`config.mk`:
```
export PLATFORM = sky130hd
export DESIGN_NAME = multiword_cla_subtractor
export DESIGN_NICKNAME = d
export VERILOG_FILES = /design/src/rtl/cla_pkg.sv /design/src/rtl/cla4_slice.sv /design/src/rtl/multiword_cla_subtractor.sv
export SDC_FILE = /design/constraint.sdc
export NUM_CORES = 1
export LEC_CHECK = 0
export CORE_ASPECT_RATIO = 0.9
export CORE_MARGIN = 1
export CORE_UTILIZATION = 40
export CTS_CLUSTER_SIZE = 25
export DETAILED_ROUTE_END_ITERATION = 12
export GPL_ROUTABILITY_DRIVEN = 1
export PLACE_DENSITY = 0.68
export SYNTH_ARGS = -nofsm -noshare
export SYNTH_HDL_FRONTEND = slang
export SYNTH_SLANG_ARGS = --single-unit
export TNS_END_PERCENT = 50
```
`constraint.sdc`:
```
create_clock -name clk -period 4.7 [get_ports clk]
set_clock_uncertainty 0.1 [all_clocks]
set_input_delay 0.47 -clock clk [delete_from_list [all_inputs] [get_ports clk]]
set_output_delay 0.47 -clock clk [all_outputs]
set_load 0.02 [all_outputs]
```
`src/rtl/cla_pkg.sv`:
```
// Shared definitions for the multi-cycle carry-lookahead subtractor:
// slice width, FSM state encoding and the slice-count helper.
package cla_pkg;

   localparam int SLICE_W = 4;

   typedef enum logic [1:0] {
      IDLE = 2'd0,
      BUSY = 2'd1,
      DONE = 2'd2
   } sub_state_t;

   // Number of SLICE_W-bit slices needed to cover an operand of the given width
   function automatic int slice_count(input int width);
      return width / SLICE_W;
   endfunction

endpackage : cla_pkg

```
`src/rtl/cla4_slice.sv`:
```
// Combinational 4-bit carry-lookahead slice: s = x + y + ci, co = carry out.
// Carries are formed directly from generate/propagate terms rather than rippled.
module cla4_slice (
   input  logic [3:0] x,
   input  logic [3:0] y,
   input  logic       ci,
   output logic [3:0] s,
   output logic       co
);

   logic [3:0] w_g;
   logic [3:0] w_p;
   logic [4:0] w_c;

   assign w_g = x & y;
   assign w_p = x ^ y;

   // Lookahead carries, each expressed only in terms of g/p and ci
   assign w_c[0] = ci;
   assign w_c[1] = w_g[0] | (w_p[0] & ci);
   assign w_c[2] = w_g[1] | (w_p[1] & w_g[0]) | (w_p[1] & w_p[0] & ci);
   assign w_c[3] = w_g[2] | (w_p[2] & w_g[1]) | (w_p[2] & w_p[1] & w_g[0])
                 | (w_p[2] & w_p[1] & w_p[0] & ci);
   assign w_c[4] = w_g[3] | (w_p[3] & w_g[2]) | (w_p[3] & w_p[2] & w_g[1])
                 | (w_p[3] & w_p[2] & w_p[1] & w_g[0])
                 | (w_p[3] & w_p[2] & w_p[1] & w_p[0] & ci);

   assign s  = w_p ^ w_c[3:0];
   assign co = w_c[4];

endmodule : cla4_slice

```
`src/rtl/multiword_cla_subtractor.sv`:
```
// Multi-cycle subtractor: diff = a - b - bin, one 4-bit CLA slice per clock,
// computed as a + ~b + ~bin with the borrow carried between slices in a register.
// Optional feature macro: SUB_OVF_EN enables the signed overflow flag on ovf;
// without it ovf is tied to 0.
module multiword_cla_subtractor
   import cla_pkg::*;
#(
   parameter int WIDTH = 16
) (
   input  logic             clk,
   input  logic             rst,
   input  logic             start,
   input  logic [WIDTH-1:0] a,
   input  logic [WIDTH-1:0] b,
   input  logic             bin,
   output logic             busy,
   output logic             done,
   output logic [WIDTH-1:0] diff,
   output logic             bout,
   output logic             ovf
);

   localparam int N     = slice_count(WIDTH);
   localparam int IDX_W = (N > 1) ? $clog2(N) : 1;
   localparam logic [IDX_W-1:0] LAST_IDX = IDX_W'(N - 1);

   generate
      if ((WIDTH % SLICE_W) != 0 || WIDTH < SLICE_W) begin : g_width_check
         $error("multiword_cla_subtractor: WIDTH must be a positive multiple of 4");
      end
   endgenerate

   sub_state_t          r_state;
   logic [IDX_W-1:0]    r_idx;
   logic                r_carry;
   logic [WIDTH-1:0]    r_a;
   logic [WIDTH-1:0]    r_b;
   logic [WIDTH-1:0]    r_diff;
   logic                r_bout;
   logic                r_busy;
   logic                r_done;

   logic [SLICE_W-1:0]  w_x;
   logic [SLICE_W-1:0]  w_y;
   logic [SLICE_W-1:0]  w_s;
   logic                w_co;
   logic                w_last;

   // Current slice of the captured operands; the subtrahend is inverted so the
   // adder slice performs subtraction.
   assign w_x    = r_a[r_idx*SLICE_W +: SLICE_W];
   assign w_y    = ~r_b[r_idx*SLICE_W +: SLICE_W];
   assign w_last = (r_idx == LAST_IDX);

   cla4_slice u_slice (
      .x  (w_x),
      .y  (w_y),
      .ci (r_carry),
      .s  (w_s),
      .co (w_co)
   );

`ifdef SUB_OVF_EN
   logic r_ovf;
   logic w_ovf_next;

   // Signs differ and the result sign disagrees with the minuend; the result
   // sign is the top bit of the final slice being written this cycle.
   assign w_ovf_next = (r_a[WIDTH-1] != r_b[WIDTH-1]) && (w_s[SLICE_W-1] != r_a[WIDTH-1]);

   // Overflow flag, updated only on the transition into DONE
   always_ff @(posedge clk) begin
      if (rst) begin
         r_ovf <= 1'b0;
      end else if (r_state == BUSY && w_last) begin
         r_ovf <= w_ovf_next;
      end
   end

   assign ovf = r_ovf;
`else
   assign ovf = 1'b0;
`endif

   // Operand capture on an accepted start; held untouched while slices run
   always_ff @(posedge clk) begin
      if (r_state == IDLE && start && !rst) begin
         r_a <= a;
         r_b <= b;
      end
   end

   // Control FSM, slice index, borrow chain and result registers
   always_ff @(posedge clk) begin
      if (rst) begin
         r_state <= IDLE;
         r_idx   <= '0;
         r_carry <= 1'b0;
         r_diff  <= '0;
         r_bout  <= 1'b0;
         r_busy  <= 1'b0;
         r_done  <= 1'b0;
      end else begin
         case (r_state)
            IDLE: begin
               r_done <= 1'b0;
               if (start) begin
                  r_state <= BUSY;
                  r_idx   <= '0;
                  r_carry <= ~bin;
                  r_busy  <= 1'b1;
               end
            end
            BUSY: begin
               r_diff[r_idx*SLICE_W +: SLICE_W] <= w_s;
               r_carry <= w_co;
               if (w_last) begin
                  r_state <= DONE;
                  r_idx   <= '0;
                  r_bout  <= ~w_co;
                  r_busy  <= 1'b0;
                  r_done  <= 1'b1;
               end else begin
                  r_idx <= r_idx + 1'b1;
               end
            end
            DONE: begin
               r_state <= IDLE;
               r_done  <= 1'b0;
            end
            default: begin
               r_state <= IDLE;
               r_idx   <= '0;
               r_busy  <= 1'b0;
               r_done  <= 1'b0;
            end
         endcase
      end
   end

   assign busy = r_busy;
   assign done = r_done;
   assign diff = r_diff;
   assign bout = r_bout;

endmodule : multiword_cla_subtractor
```
==> reports/metrics.cfg <==
[outcome]
outcome=finished clean

[sta]
min_period_over_period=0.617
finalSetupViolations=0
rsz0062_at_grt=no
final_hold_viol_count=0
finalSetupTns_ns=0
fmax_mhz=345
max_slew_margin=0.432
post-route-min-period_ns=2.90
holdWs_ns=0.381
max_slew.worst_pin.slew_ns=0.849
slew_violations=0

[die]
fp.dieArea_um2=6260
die_y_um=75.1
ioPinCount=56
initial_core_util=0.418
num_rows=26
coreArea_um2=5690
die_w_um=83.3

[setup_path]
worstPathMaxFanout=16
worstReg2RegEnd=diff[7]
crit_type=reg -> reg
r2r_slack_ns=1.80
worstPathArrival_ns=2.96
cp-end-kind=flip-flop
ff2ff_path_depth=6
cp-start-kind=flip-flop
r2r_start=r_idx[0]
cp.required_ns=4.76

[synth]
synth_top_area_frac=0.404
ys_seq_area_frac=0.606
ys_dominant_reg_cell=edfxtp_1
synth_largest_area_cell=edfxtp_1
synth.avg_cell_area_um2=13.4
yosys_register_bits=56
synth.distinct_cells=41
syn-num-nets=224
syn_inst=177
async_flop_share=0
synthTopCellsByArea=edfxtp_1 40%, dfxtp_1 20%, mux4_2 7.6%, ha_1 5.3%, a22oi_1 2.8%
synth_warnings=0
synth_area_um2=2380
synth-edff-count=32

[cts]
clock_path_buffers=2
cts_sinks=56
htree_levels=2
clk_pin_slew_ns=0.09
cts_setup_buffers=0
post_cts_hold_buffer_count=0
tritoncts=yes
clock_latency_ns=0.31
cts_resized=0
cts_made_buffers=5
cts_root_buffer=clkbuf_8

[global_route]
antenna_found_initial=0
grt_start_max_net_pins=33
first_global_vias=1541
gr-total-overflow=0
grt_first_pass_wirelength_mm=7.26
grt_use_total=0.152

[power]
power_density_nw_per_um2=319
ir_worst_vdd_mv=0.188
leakagePower_nw=1.10
p_total_uw=979

[route]
first_pass_iters=5
wl_mm=4.37
vias=1530
antenna_left=0
drc=0
routed_via_density=5.05
drt-initial-drc-count=82
wl_per_cell_um=14.4

[min_path]
min_from=diff[15]
hp-class=reg -> reg
hold_end=diff[15]
whs_path_depth=2

[layout]
nNetsFinal=279
drive_above_1_share=0.0987
diodes=0
instances_no_fill=303
areaGrowthSynthToFinish_pct=28.9

[place]
place_congestion=0.744
port_buffers=54
hpwl_mm=3.18
place_inst=295

[flow_run]
drv_cap=0

==> through the flow <==
stage | instance area (um^2) | setup slack [ns] | util
final | 3070 | 1.80 | 0.538
after global routing | 3070 | 1.57 | 0.538
after CTS | 3070 | 1.72 | 0.538
after detailed placement | 2980 | 1.74 | 0.523
after global placement | 2980 | 1.82 | 0.523
after floorplan | 2380 | 0.113 | -
==> routing by layer <==
layer	vias up	routed length [um]	global-route usage
li1	766	-	-
met2	36	2020	0.233
met5	-	0	0
met3	2	194	0.0515
met4	0	22	0.0441
met1	726	2130	0.209
==> sequential cells by signal, summed over array words and instances (netlist names) <==
register and count:
bout 1, r_b 16, r_state 2, r_carry 1
done 1, r_idx 2, busy 1, diff 16
r_a 16
==> cell families after synthesis <==
family          share of synthesized area
buf+inv                            0.0432
mux                                0.0758
simple gates                       0.0947
xor+xnor                          0.00737
flops                               0.606
compound gates                      0.110
other cells                       0.00158
fa+ha+maj                          0.0611
==> worst max-delay path, cell delays in order (launching register included) <==
cell     delay (ns)
dfxtp_1        0.84
mux4_2         0.60
ha_1           0.36
a41o_1         0.25
a21oi_1        0.22
xnor2_1        0.26
o31ai_1        0.12
==> how the worst max path moves through the flow <==
| stage | slack (ns) | start | cells after the start | end |
|---|---|---|---|---|
| 2_1_floorplan | 0.11 | rst | 1 | r_a[0] |
| 6_report | 1.80 | r_idx[0] | 6 | diff[7] |
| 3_5_place_dp | 1.74 | r_idx[0] | 6 | diff[7] |
| 5_1_grt | 1.57 | r_idx[0] | 6 | diff[7] |
| 4_1_cts | 1.72 | r_idx[0] | 6 | diff[7] |
| 3_3_place_gp | 1.82 | r_idx[0] | 6 | diff[7] |
==> power by group <==
| group | internal [mW] | switching (mW) |
|---|---|---|
| combinational | 0.0814 | 0.0834 |
| sequential | 0.541 | 0.0162 |
| clock | 0.106 | 0.151 |
| total | 0.729 | 0.251 |
==> synth_stat cells (2+ instances only) <==
cell type and instances:
nand3b_1 2, buf_4 2, nor4b_1 2, a21oi_1 4, nor2b_1 2, a21o_1 2
nor3_1 2, o211a_1 2, a31o_2 2, inv_1 15, xnor2_1 2, edfxtp_1 32
nand2_1 5, buf_1 2, ha_1 10, mux4_2 8, nand3_1 6, o31ai_1 3
a32oi_1 4, dfxtp_1 24, a22oi_1 9, nor2_1 17, or3_1 2
==> area by class of cell <==
cell class              instances  area, um^2
flip-flops and latches         56        1440
inverters                      16        60.1
clock inverters                 2        16.3
clock buffers                   6        72.6
well taps                      70        87.6
fillers                       499        2630
repair buffers                 55         548
multi-input cells              98         840
==> cell usage in the layout (no fill, tap or decap), types with 3 or more instances in the layout <==
cell type         n
inv_1            15
clkdlybuf4s50_1  54
a21oi_1           4
dfxtp_1          24
a32oi_1           4
o31ai_1           3
edfxtp_1         32
nor2_1           17
ha_1             10
nand3_1           6
a22oi_1           9
nand2_1           5
mux4_2            8
clkbuf_8          5
(Power assumes the default switching activity.)
